--- src/rtl/pipe_pkg.sv ---
// Shared types and helpers for the elastic pipeline stage register.
// Defines the stage FSM encoding, the NOP control value and packed-word indexing.
package pipe_pkg;

  typedef enum logic [1:0] {
    EMPTY = 2'd0,
    ONE   = 2'd1,
    FULL  = 2'd2
  } stage_state_t;

  localparam logic [63:0] CTRL_NOP = '0;

  function automatic int unsigned word_lsb(input int unsigned k, input int unsigned w);
    return k * w;
  endfunction

endpackage

--- src/rtl/pipeline_stage_elastic_slot.sv ---
// Load-enabled payload register (pipe_slot); cleared to zero by reset.
// The stage uses two of these: the main slot that drives outputs and the skid slot.
module pipe_slot
  import pipe_pkg::*;
#(
  parameter int W = 8
) (
  input  logic         clk,
  input  logic         reset,
  input  logic         load,
  input  logic [W-1:0] d,
  output logic [W-1:0] q
);

  logic [W-1:0] payload_d;
  logic [W-1:0] payload_q;

  always_comb begin
    payload_d = load ? d : payload_q;
  end

  always_ff @(posedge clk) begin
    if (reset) payload_q <= '0;
    else       payload_q <= payload_d;
  end

  assign q = payload_q;

endmodule

--- src/rtl/pipeline_stage_elastic.sv ---
// Valid/ready pipeline stage register with two-entry skid storage, flush and NOP bubbles.
// Optional PIPE_STAGE_STATS_EN adds saturating stall_cycles / flush_count counters.
module pipeline_stage_elastic
  import pipe_pkg::*;
#(
  parameter int CTRL_W   = 12,
  parameter int DATA_W   = 32,
  parameter int NUM_DATA = 6,
  parameter int ADDR_W   = 5
) (
  input  logic                       clk,
  input  logic                       reset,
  input  logic                       flush,
  input  logic                       in_valid,
  output logic                       in_ready,
  input  logic [CTRL_W-1:0]          in_ctrl,
  input  logic [NUM_DATA*DATA_W-1:0] in_data,
  input  logic [ADDR_W-1:0]          in_rd_addr,
  output logic                       out_valid,
  input  logic                       out_ready,
  output logic [CTRL_W-1:0]          out_ctrl,
  output logic [NUM_DATA*DATA_W-1:0] out_data,
  output logic [ADDR_W-1:0]          out_rd_addr,
  output logic [1:0]                 occupancy
`ifdef PIPE_STAGE_STATS_EN
  ,
  output logic [31:0]                stall_cycles,
  output logic [31:0]                flush_count
`endif
);

  localparam int BUS_W  = NUM_DATA * DATA_W;
  localparam int SLOT_W = CTRL_W + BUS_W + ADDR_W;

  stage_state_t      state_q, state_d;
  logic              accept, drain;
  logic              load_main, load_skid;
  logic [SLOT_W-1:0] in_payload, main_d, main_q, skid_q;

  assign accept     = in_valid & in_ready;
  assign drain      = out_valid & out_ready;
  assign in_payload = {in_ctrl, in_data, in_rd_addr};

  pipe_slot #(.W(SLOT_W)) u_main (
    .clk(clk), .reset(reset), .load(load_main), .d(main_d), .q(main_q)
  );

  pipe_slot #(.W(SLOT_W)) u_skid (
    .clk(clk), .reset(reset), .load(load_skid), .d(in_payload), .q(skid_q)
  );

  always_ff @(posedge clk) begin
    if (reset) state_q <= EMPTY;
    else       state_q <= state_d;
  end

  // Main slot refills from the skid when draining FULL, otherwise from the input.
  always_comb begin
    state_d   = state_q;
    load_main = 1'b0;
    load_skid = 1'b0;
    main_d    = in_payload;
    case (state_q)
      EMPTY: begin
        if (accept) begin
          state_d   = ONE;
          load_main = 1'b1;
        end
      end
      ONE: begin
        if (accept && drain) begin
          load_main = 1'b1;
        end else if (accept) begin
          state_d   = FULL;
          load_skid = 1'b1;
        end else if (drain) begin
          state_d = EMPTY;
        end
      end
      FULL: begin
        if (drain) begin
          state_d   = ONE;
          load_main = 1'b1;
          main_d    = skid_q;
        end
      end
      default: state_d = EMPTY;
    endcase
    if (flush) begin
      state_d   = EMPTY;
      load_main = 1'b0;
      load_skid = 1'b0;
    end
  end

  // Ready depends only on registered state, so no ready chain forms across stages.
  always_comb begin
    in_ready  = !reset && (state_q != FULL);
    out_valid = (state_q != EMPTY);
    case (state_q)
      ONE:     occupancy = 2'd1;
      FULL:    occupancy = 2'd2;
      default: occupancy = 2'd0;
    endcase
  end

  assign out_ctrl    = out_valid ? main_q[SLOT_W-1 -: CTRL_W] : CTRL_NOP[CTRL_W-1:0];
  assign out_data    = out_valid ? main_q[ADDR_W +: BUS_W]    : '0;
  assign out_rd_addr = out_valid ? main_q[ADDR_W-1:0]         : '0;

`ifdef PIPE_STAGE_STATS_EN
  logic [31:0] stall_cycles_d, stall_cycles_q;
  logic [31:0] flush_count_d, flush_count_q;

  always_comb begin
    stall_cycles_d = stall_cycles_q;
    flush_count_d  = flush_count_q;
    if (out_valid && !out_ready && (stall_cycles_q != 32'hFFFF_FFFF))
      stall_cycles_d = stall_cycles_q + 32'd1;
    if (flush && (state_q != EMPTY) && (flush_count_q != 32'hFFFF_FFFF))
      flush_count_d = flush_count_q + 32'd1;
  end

  always_ff @(posedge clk) begin
    if (reset) begin
      stall_cycles_q <= '0;
      flush_count_q  <= '0;
    end else begin
      stall_cycles_q <= stall_cycles_d;
      flush_count_q  <= flush_count_d;
    end
  end

  assign stall_cycles = stall_cycles_q;
  assign flush_count  = flush_count_q;
`endif

endmodule
--- config.mk ---
export PLATFORM = sky130hd
export DESIGN_NAME = pipeline_stage_elastic
export DESIGN_NICKNAME = d
export VERILOG_FILES = /design/src/rtl/pipe_pkg.sv /design/src/rtl/pipeline_stage_elastic_slot.sv /design/src/rtl/pipeline_stage_elastic.sv
export SDC_FILE = /design/constraint.sdc
export NUM_CORES = 1
export LEC_CHECK = 0
export BUFFER_PORTS_ARGS = -buffer_cell sky130_fd_sc_hd__buf_2
export CAP_MARGIN = 20
export CORE_ASPECT_RATIO = 0.7
export CORE_MARGIN = 8
export CORE_UTILIZATION = 40
export DETAILED_ROUTE_END_ITERATION = 10
export PLACE_DENSITY = 0.75
export SYNTH_ARGS = -nofsm -noshare
export SYNTH_HDL_FRONTEND = slang
export SYNTH_SLANG_ARGS = --single-unit
--- constraint.sdc ---
create_clock -name clk -period 1.6 [get_ports clk]
set_input_delay 0.08 -clock clk [delete_from_list [all_inputs] [get_ports clk]]
set_output_delay 0.08 -clock clk [all_outputs]
set_load 0.05 [all_outputs]
==> metrics.txt <==
Max stage delay on crit path=~330 ps; row count=between 60 and 70; cell count of the worst reg-to-reg path=7; syn_nets=2423; Vias=about 22000; Lkg Pwr=between 10 and 15 nW; RSZ-0062 raised after global routing=true; type of origin of the critical path=register; Max-slew headroom=0.2585; DR pass1 iterations=9; fin crit share=1.324; Routability Congestion=0.8531; initial antenna violation count=11; drt via density=6.402; Root Buffer Master=clkbuf_16; CP cell instances=buf_6 > or2_4 > clkbuf_16 > buf_6 > and2_1 > buf_6; Die X=282.3 µm; crit path time final=2118 ps; max cap viols=0; worst slew pin tran=1112 ps; Worst EP arrival=2040 ps; critical-path maximum fanout=11; Final HPWL DP=46.15 mm; vias in the first global route=21640; initial core utilization=0.4037; number of synthesized register bits=between 400 and 500; Yosys cell types=28; commonest non-fill, non-tap cell in the layout=dfxtp_1; PortBufs=426; R2R Path End=u_main.q[14]; Nets=2967; Clock Pin Slew Worst Setup and Hold Paths=70 ps; VDD IR max=about 0.00077 V; Placed Area=roughly 0.024 mm²; pwr dens=~850 mW/mm²; Worst Clk Skew=30.29 ps; drt initial violations=about 3100; met3 WL=9.726 mm; first-pass GRT wire length=123.8 mm; Cell Count, Final, Fillers Out=between 3000 and 4000; share of layout cells above drive strength 1=0.3196; Hold Path Origin=reset; post-synth design cell area=0.01985 mm²; CTS sink cnt=420; Slew Viols, Final=0; Setup-failing EPs final=450; cells after synthesis=2209; final setup TNS=-135940 ps; top sig layer=met5; fin util=0.6152; final worst setup slack=-517.9 ps; wl on met1=between 30 and 40 mm; antenna viol nets, final=0; clock latency on the worst-skew pair=590 ps; # H-tree levels=2; f_max=approximately 470 MHz; Critical path origin=state_q[0]; post-synthesis to final-layout area growth=52.39%; Placed Cells=just over 3000; HP Class=input port to register; worst r2r src=state_q[0]; Die H=about 200 µm; final hold vios=0; reg2reg setup slack=-340 ps; Crit. End Element=primary output; syn avg cell area=8.987 µm²; Ys Warns=0; Max Root-Sink Buffers=3; CTS Buf Count=46; failing checks=setup timing; All-Layer GR Usage=0.2652; met2 wire length=about 40 mm; Final Cell Area=0.03025 mm²; Seq/Total Area, Yosys=0.4235; wire per inst=25.44 µm; status=finished, violations left; CTS tree=built; Core ar.=0.04918 mm²; crit path capture=out_data[147]; largest net degree at the start of global routing=between 200 and 250; total routed wirelength=88.11 mm; Crit Path Category=register to primary output; Top Ports=427; crit-path most repeated cell=buf_6; grt ovf=0; most frequent cells in the layout=dfxtp_1 (418), dlygate4sd3_1 (214), buf_2 (213); DRC Markers=0; Slowest-stage cell, CP=dfxtp_2; CP required=approximately 1500 ps; full die area=0.05713 mm²
## through the flow
stage               setup slack, ps  total power [mW]  hold slack [ps]
floorplan                     36.45             12.74            227.7
global placement             -104.8             13.79            344.3
detailed placement           -134.4             13.88            352.0
CTS                          -582.4             25.48            56.58
global route                 -569.1             26.57            83.75
finish                       -517.9             25.84            80.78
## how the worst min path moves through the flow
stage                    end  slack, ps  cells past startpoint
6_report       u_skid.q[204]         80                      3
5_1_grt        u_skid.q[207]         80                      3
4_1_cts        u_skid.q[205]         60                      3
3_5_place_dp   u_skid.q[202]        350                      3
3_3_place_gp    u_skid.q[70]        340                      3
2_1_floorplan    u_skid.q[0]        230                      2
## worst max-delay path, delay by kind of cell, from the launching register on
kind | cells | cell delay [ps]
buf+inv | 4 | 630
flops | 1 | 330
simple gates | 2 | 480
## routing by layer
| metal | track usage | vias to the layer above |
|---|---|---|
| met1 | 0.3297 | 10540 |
| met3 | 0.05980 | 410 |
| met2 | 0.4306 | 1752 |
| li1 | - | 9465 |
| met5 | 0 | - |
| met4 | 0.1300 | 8 |
## cell usage after synthesis, drive strengths merged
| cell | number | area (µm²) |
|---|---|---|
| a211oi | 209 | 1569 |
| a21oi | 210 | 1051 |
| a311oi | 209 | 1831 |
| a31o | 1 | 8.760 |
| and2 | 209 | 1308 |
| and3b | 1 | 8.760 |
| and4bb | 1 | 12.51 |
| buf | 109 | 630.6 |
| clkbuf | 194 | 729.4 |
| dfxtp | 420 | 8408 |
| mux2i | 210 | 2102 |
| nand2 | 1 | 3.750 |
| nand2b | 1 | 6.260 |
| nand3 | 209 | 1046 |
| nand3b | 2 | 15.01 |
| nor2 | 6 | 22.52 |
| nor2b | 3 | 21.27 |
| nor3 | 1 | 5.000 |
| o21a | 1 | 7.510 |
| o21ai | 209 | 1046 |
| or2 | 1 | 6.260 |
| or3 | 1 | 6.260 |
| or3b | 1 | 8.760 |
## power breakdown
group	internal, mW	switching [mW]	total [mW]
sequential	10.8	0.194	11.0
clock	6.24	4.82	11.1
combinational	1.68	2.14	3.82
## cell type report
type                    instances  area, µm²
well taps                     665      832.0
fillers                      3649      18920
flip-flops and latches        420       8413
multi-input cells            1486      10810
repair buffers                799       8643
diodes                          8      20.02
clock inverters                26      252.7
clock buffers                  60       1285
## sequential cells by signal (all words and copies together), names as in the netlist
register / cells
u_skid.q: 209
state_q: 2
u_main.q: 209
## cell families (layout without fill, tap and decap cells)
kind of cell,count (synthesis),in the layout,synth area share
compound gates,839,839,0.2777
simple gates,437,437,0.1244
flops,420,420,0.4235
other cells,0,8,0
mux,210,210,0.1059
buf+inv,303,885,0.06851
## timing repair
item,CTS,global route
hold buffers,214,0
gates resized for setup,455,243
endpoints found under the setup margin,501,555
pin swaps,18,38
cloned,7,23
endpoints found under the hold margin,419,0
buffers inserted,5,13
(Power assumes the default switching activity.)
